$ cat src/rtl/safety_sensor_window_monitor.sv
// safety_sensor_window_monitor
// Round-robin poller for a list of sensor channels. Each signed reading is checked
// against a min/max window. Violations are debounced per slot, and over, under and
// timeout faults are latched as sticky bits for the safety controller.

module safety_sensor_window_monitor #(
    parameter int P_NO_CHANNELS      = 9,
    parameter int P_NO_TEMP_CHANNELS = 5,
    parameter int P_CH_W             = 4,
    parameter int P_DATA_W           = 32,
    parameter logic [P_NO_TEMP_CHANNELS*P_CH_W-1:0] P_CH_MAP = {4'd4, 4'd3, 4'd2, 4'd1, 4'd0},
    parameter int P_MAX_TEMP         = 60,
    parameter int P_MIN_TEMP         = 0,
    parameter int P_DEBOUNCE         = 3,
    parameter int P_TIMEOUT          = 1024,
    localparam int SLOT_W = (P_NO_TEMP_CHANNELS > 1) ? $clog2(P_NO_TEMP_CHANNELS) : 1
) (
    input  logic                          clk,
    input  logic                          rst,
    input  logic                          i_enable,
    output logic                          o_req_valid,
    input  logic                          i_req_ready,
    output logic [P_CH_W-1:0]             o_req_channel,
    input  logic                          i_rsp_valid,
    input  logic [P_CH_W-1:0]             i_rsp_channel,
    input  logic [P_DATA_W-1:0]           i_rsp_data,
    input  logic [P_NO_TEMP_CHANNELS-1:0] i_fault_clear,
    output logic [P_NO_TEMP_CHANNELS-1:0] o_over_fault,
    output logic [P_NO_TEMP_CHANNELS-1:0] o_under_fault,
    output logic [P_NO_TEMP_CHANNELS-1:0] o_timeout_fault,
    output logic                          o_any_fault,
    output logic                          o_sample_valid,
    output logic [SLOT_W-1:0]             o_sample_slot,
    output logic [P_DATA_W-1:0]           o_sample_data
);

    localparam int N     = P_NO_TEMP_CHANNELS;
    localparam int TMR_W = $clog2(P_TIMEOUT);
    localparam int CNT_W = $clog2(P_DEBOUNCE + 1);

    localparam logic [1:0] S_IDLE = 2'd0;
    localparam logic [1:0] S_REQ  = 2'd1;
    localparam logic [1:0] S_WAIT = 2'd2;
    localparam logic [1:0] S_EVAL = 2'd3;

    localparam logic signed [P_DATA_W-1:0] MAX_W     = P_DATA_W'(P_MAX_TEMP);
    localparam logic signed [P_DATA_W-1:0] MIN_W     = P_DATA_W'(P_MIN_TEMP);
    localparam logic        [TMR_W-1:0]    TMO_LAST  = TMR_W'(P_TIMEOUT - 1);
    localparam logic        [CNT_W-1:0]    CNT_MAX   = CNT_W'(P_DEBOUNCE);
    localparam logic        [SLOT_W-1:0]   LAST_SLOT = SLOT_W'(N - 1);

    logic [1:0]                  state;
    logic [SLOT_W-1:0]           slot;
    logic [SLOT_W-1:0]           slot_next;
    logic [TMR_W-1:0]            timer;
    logic signed [P_DATA_W-1:0]  cap_data;
    logic [CNT_W-1:0]            deb_cnt  [N];
    logic                        deb_over [N];
    logic [P_CH_W-1:0]           ch_map   [N];
    logic [P_CH_W-1:0]           cur_ch;
    logic                        rsp_match;
    logic                        is_over;
    logic                        is_under;
    logic                        violation;
    logic [CNT_W-1:0]            cnt_eval;
    logic                        fault_hit;

    // Unpack the channel map once so the slot lookup is a plain array index
    for (genvar k = 0; k < N; k++) begin : g_map
        assign ch_map[k] = P_CH_MAP[k*P_CH_W +: P_CH_W];
    end

    assign cur_ch        = ch_map[slot];
    assign o_req_valid   = (state == S_REQ);
    assign o_req_channel = o_req_valid ? cur_ch : '0;
    assign slot_next     = (slot == LAST_SLOT) ? '0 : slot + 1'b1;

    // Only a response from a channel that exists on the bus and matches the polled one counts
    assign rsp_match = i_rsp_valid
                       && (32'(i_rsp_channel) < P_NO_CHANNELS)
                       && (i_rsp_channel == cur_ch);

    assign is_over   = (cap_data > MAX_W);
    assign is_under  = (cap_data < MIN_W);
    assign violation = is_over | is_under;

    // Next debounce count for the slot being evaluated; a direction flip restarts at one
    always_comb begin
        cnt_eval = deb_cnt[slot];
        if (!violation) begin
            cnt_eval = '0;
        end else if ((deb_cnt[slot] != '0) && (deb_over[slot] != is_over)) begin
            cnt_eval = CNT_W'(1);
        end else if (deb_cnt[slot] != CNT_MAX) begin
            cnt_eval = deb_cnt[slot] + 1'b1;
        end
    end

    assign fault_hit = violation && (cnt_eval == CNT_MAX);

    // Scan FSM, debounce bookkeeping and sticky fault flags; later set assignments override clears
    always_ff @(posedge clk or posedge rst) begin
        if (rst) begin
            state           <= S_IDLE;
            slot            <= '0;
            timer           <= '0;
            cap_data        <= '0;
            o_over_fault    <= '0;
            o_under_fault   <= '0;
            o_timeout_fault <= '0;
            o_any_fault     <= 1'b0;
            o_sample_valid  <= 1'b0;
            o_sample_slot   <= '0;
            o_sample_data   <= '0;
            for (int k = 0; k < N; k++) begin
                deb_cnt[k]  <= '0;
                deb_over[k] <= 1'b0;
            end
        end else begin
            o_sample_valid  <= 1'b0;
            o_any_fault     <= (|o_over_fault) | (|o_under_fault) | (|o_timeout_fault);
            o_over_fault    <= o_over_fault    & ~i_fault_clear;
            o_under_fault   <= o_under_fault   & ~i_fault_clear;
            o_timeout_fault <= o_timeout_fault & ~i_fault_clear;
            for (int k = 0; k < N; k++) begin
                if (i_fault_clear[k]) begin
                    deb_cnt[k] <= '0;
                end
            end

            case (state)
                S_IDLE: begin
                    if (i_enable) begin
                        state <= S_REQ;
                    end
                end
                S_REQ: begin
                    if (i_req_ready) begin
                        state <= S_WAIT;
                        timer <= '0;
                    end
                end
                S_WAIT: begin
                    if (rsp_match) begin
                        cap_data <= i_rsp_data;
                        state    <= S_EVAL;
                    end else if (timer == TMO_LAST) begin
                        o_timeout_fault[slot] <= 1'b1;
                        slot                  <= slot_next;
                        state                 <= S_IDLE;
                    end else begin
                        timer <= timer + 1'b1;
                    end
                end
                S_EVAL: begin
                    deb_cnt[slot] <= cnt_eval;
                    if (violation) begin
                        deb_over[slot] <= is_over;
                    end
                    if (fault_hit) begin
                        if (is_over) begin
                            o_over_fault[slot] <= 1'b1;
                        end else begin
                            o_under_fault[slot] <= 1'b1;
                        end
                    end
                    o_sample_valid <= 1'b1;
                    o_sample_slot  <= slot;
                    o_sample_data  <= cap_data;
                    slot           <= slot_next;
                    state          <= S_IDLE;
                end
                default: begin
                    state <= S_IDLE;
                end
            endcase
        end
    end

endmodule

$ cat config.mk
export PLATFORM = sky130hd
export DESIGN_NAME = safety_sensor_window_monitor
export DESIGN_NICKNAME = d
export VERILOG_FILES = /design/src/rtl/safety_sensor_window_monitor.sv
export SDC_FILE = /design/constraint.sdc
export NUM_CORES = 1
export LEC_CHECK = 0
export ABC_CLOCK_PERIOD_IN_PS = 9900
export CORE_MARGIN = 5
export CORE_UTILIZATION = 50
export DETAILED_ROUTE_END_ITERATION = 8
export PLACE_DENSITY = 0.78
export SLEW_MARGIN = 20
export SYNTH_ARGS = -nofsm -noshare
export SYNTH_HDL_FRONTEND = slang
export SYNTH_SLANG_ARGS = --single-unit
$ cat constraint.sdc
create_clock -name clk -period 9.9 [get_ports clk]
set_input_delay 2.97 -clock clk [delete_from_list [all_inputs] [get_ports clk]]
set_output_delay 2.97 -clock clk [all_outputs]
set_load 0.05 [all_outputs]
==> results.toml <==
[run_status]
status = "completed"

[global_routing]
track_usage = 0.2024
grt_overflow = 0
grt_pass1_wl_microns = 20440
first_global_vias = 3991
antenna_found_initial = 0
grt_max_degree = 59

[timing]
hold_violations = 0
fin_worst_skew_ns = 0.009420
rsz0062_at_grt = "false"
slew_headroom = 0.4881
period_share = 0.5586
fmax_mhz = 180.8
report.final.setup_viol = 0
report.final.slew_viol_count = 0
fin_crit_ns = 5.530
max_slew.worst_pin.slew_ns = 0.7678
fin_setup_tns_ns = 0

[power]
switching_power_w = 0.0008423
peakVddDrop_mv = 0.1997
p_sw_frac = 0.3912
p_per_area_nw_per_um2 = 316.6
combPwrFrac = 0.385
pwr-share-seq = 0.341
p_clk_frac = 0.275
intPower_w = 0.001311
leakage_nw = 3.119

[route]
wl_per_cell_microns = 17.75
antenna_left = 0
drc_errors = 0
vias_per_cell = 5.539
firstDrtPassIters = 5
drt_iter0_drc = 189
wl_microns = 12140
vias = 3789

[worst_setup_path]
critPathKind = "register to output pin"
start_kind = "register"
cp-end-kind = "output pin"
required_ns = 6.93
cp_max_fo = 18
cp.arrival_ns = 2.56

[logic_synthesis]
synthTopCellsByArea = "dfrtp_1 (56%), mux2_2 (15%), a21oi_1 (2.3%), mux2i_1 (2.0%), o21ai_0 (1.9%)"
async_reset_ff_frac = 1.000
postSynthAreaPerCell_sq_um = 11.84
synth-edff-count = 0
ys_seq_area_frac = 0.5577
synth_flop_cell = "dfrtp_1"
yosysUniqueCellTypes = 55
synth_top_cell_area_share = 0.5577
synthesis.nets = 481
synth_top_area_cell = "dfrtp_1"
ys_warn_count = 0
syn_area_sq_um = 5115
netlist_instances = 432
ys_ff_latch = 114

[clocking]
clkLatencyLatePin_ns = 0.50
path_clk_slew_ns = 0.05
cts_setup_buffers = 0
cts_tree = "yes"
cts_resized = 0
holdBufCountCts = 0
h-tree-depth = 4
clockRootBuffer = "clkbuf_8"
cts_sinks = 114
clk_path_buf_depth = 2
cts_made_buffers = 17

[cells_and_area]
fin_nets = 585
fin_cells = 684
final_cell_mix = "dfrtp_1 (114), clkdlybuf4s50_1 (101), mux2_2 (66), a21oi_1 (23), inv_1 (23)"
drive_gt1_frac = 0.1898
area_delta_synth_final_pct = 32.95
layout.cells.most_common = "dfrtp_1"
n_antenna_cell = 0
fill_cells = 726

[placement]
portBuffers = 101
hpwl_microns = 8540
dp.cells = 653
gp_congestion = 0.8998

[die]
die-area_sq_um = 12350
rows = 37
chipHeight_microns = 111.1
start_util = 0.5045
die_w_microns = 111.1
core_sq_um = 10140
pin_count = 103

[worst_hold_path]
worst_hold_path_type = "register to register"

[job]
drv_cap = 0
[layer usage]
layer	global-route usage	part of all wire	vias up
met5	0	0	-
li1	-	-	1779
met4	0.03812	0.0050	0
met2	0.3252	0.49	114
met1	0.2605	0.43	1890
met3	0.08515	0.073	6
[critical path, cell delays in order (launching register included)]
cell	delay [ns]
dfrtp_1	0.84
nand2b_1	0.23
nor2_1	0.17
clkdlybuf4s50_1	0.82
[cells by family (layout without fill, tap and decap cells)]
kind of cell | Yosys count | count (layout) | share of synthesized area
flip-flops | 114 | 114 | 0.5577
AND/OR/NAND/NOR | 106 | 106 | 0.1157
AO/OA/AOI/OAI | 86 | 86 | 0.1091
multiplexers | 77 | 77 | 0.1678
buffers and inverters | 42 | 158 | 0.03498
adder cells (fa/ha/maj) | 3 | 3 | 0.007339
XOR/XNOR | 3 | 3 | 0.006606
other | 1 | 1 | 0.0007332
[state kept, by name, summed over array words and instances (netlist names)]
name	flops
o_under_fault	5
timer	10
o_over_fault	5
o_any_fault	1
o_sample_slot	3
deb_cnt	10
state	2
o_sample_data	32
cap_data	32
slot	3
o_timeout_fault	5
o_sample_valid	1
deb_over	5
[Yosys cell counts, types with 3 or more instances]
| cell | number |
|---|---|
| mux2i_1 | 10 |
| buf_2 | 8 |
| clkbuf_1 | 8 |
| dfrtp_1 | 114 |
| nand2b_1 | 7 |
| nand2_1 | 21 |
| and3_1 | 8 |
| o22ai_1 | 9 |
| inv_1 | 24 |
| nand3_1 | 12 |
| ha_1 | 3 |
| nor4_1 | 9 |
| mux2_2 | 66 |
| o21bai_1 | 3 |
| nor3_1 | 3 |
| nand4_1 | 5 |
| nor2_1 | 19 |
| o21ai_0 | 19 |
| a31oi_1 | 10 |
| o2bb2ai_1 | 7 |
| and4_1 | 3 |
| nor2b_1 | 5 |
| a21oi_1 | 23 |
[final cells by class]
| class | count | area, sq um | area share |
|---|---|---|---|
| flip-flops and latches | 114 | 2853 | 0.4195 |
| multi-input cells | 276 | 2083 | 0.3063 |
| repair buffers | 103 | 1026 | 0.1509 |
| clock buffers | 22 | 442.9 | 0.06513 |
| well taps | 136 | 170.2 | 0.02502 |
| clock inverters | 9 | 132.6 | 0.01950 |
| inverters | 24 | 92.59 | 0.01362 |
[power groups by stage]
stage / Clock (W) / Combinational [W] / Sequential, W
after floorplan: 0 / 0.000372 / 0.000919
after global placement: 0 / 0.000813 / 0.000730
after detailed placement: 0 / 0.000828 / 0.000737
after CTS: 0.000600 / 0.000835 / 0.000732
after global routing: 0.000620 / 0.000886 / 0.000755
final: 0.000591 / 0.000828 / 0.000733
[through the flow]
stage | hold slack (ns) | power (W) | util | cell area, sq um | worst slack [ns]
after floorplan | 0.4519 | 0.001292 | - | 5115 | 3.914
after global placement | 0.4686 | 0.001543 | 0.6140 | 6225 | 4.684
after CTS | 0.4917 | 0.002168 | 0.6707 | 6800 | 4.372
after detailed placement | 0.4785 | 0.001565 | 0.6140 | 6225 | 4.659
after global routing | 0.5190 | 0.002261 | 0.6707 | 6800 | 4.240
final | 0.4847 | 0.002153 | 0.6707 | 6800 | 4.370
[path summary, 6_finish.rpt]
kind / from / end / slack (ns) / cells after the start
setup reg to reg: slot[1] / cap_data[29] / 7.29 / 4
setup / recovery: slot[1] / o_req_channel[1] / 4.37 / 3
hold reg to reg: o_sample_slot[2] / o_sample_slot[2] / 0.48 / 2
hold / removal: o_sample_slot[2] / o_sample_slot[2] / 0.48 / 2
max in group asynchronous: rst / state[1] / 5.74 / 3
min in group asynchronous: rst / cap_data[3] / 2.95 / 2
Power figures use the tool's default switching activity.
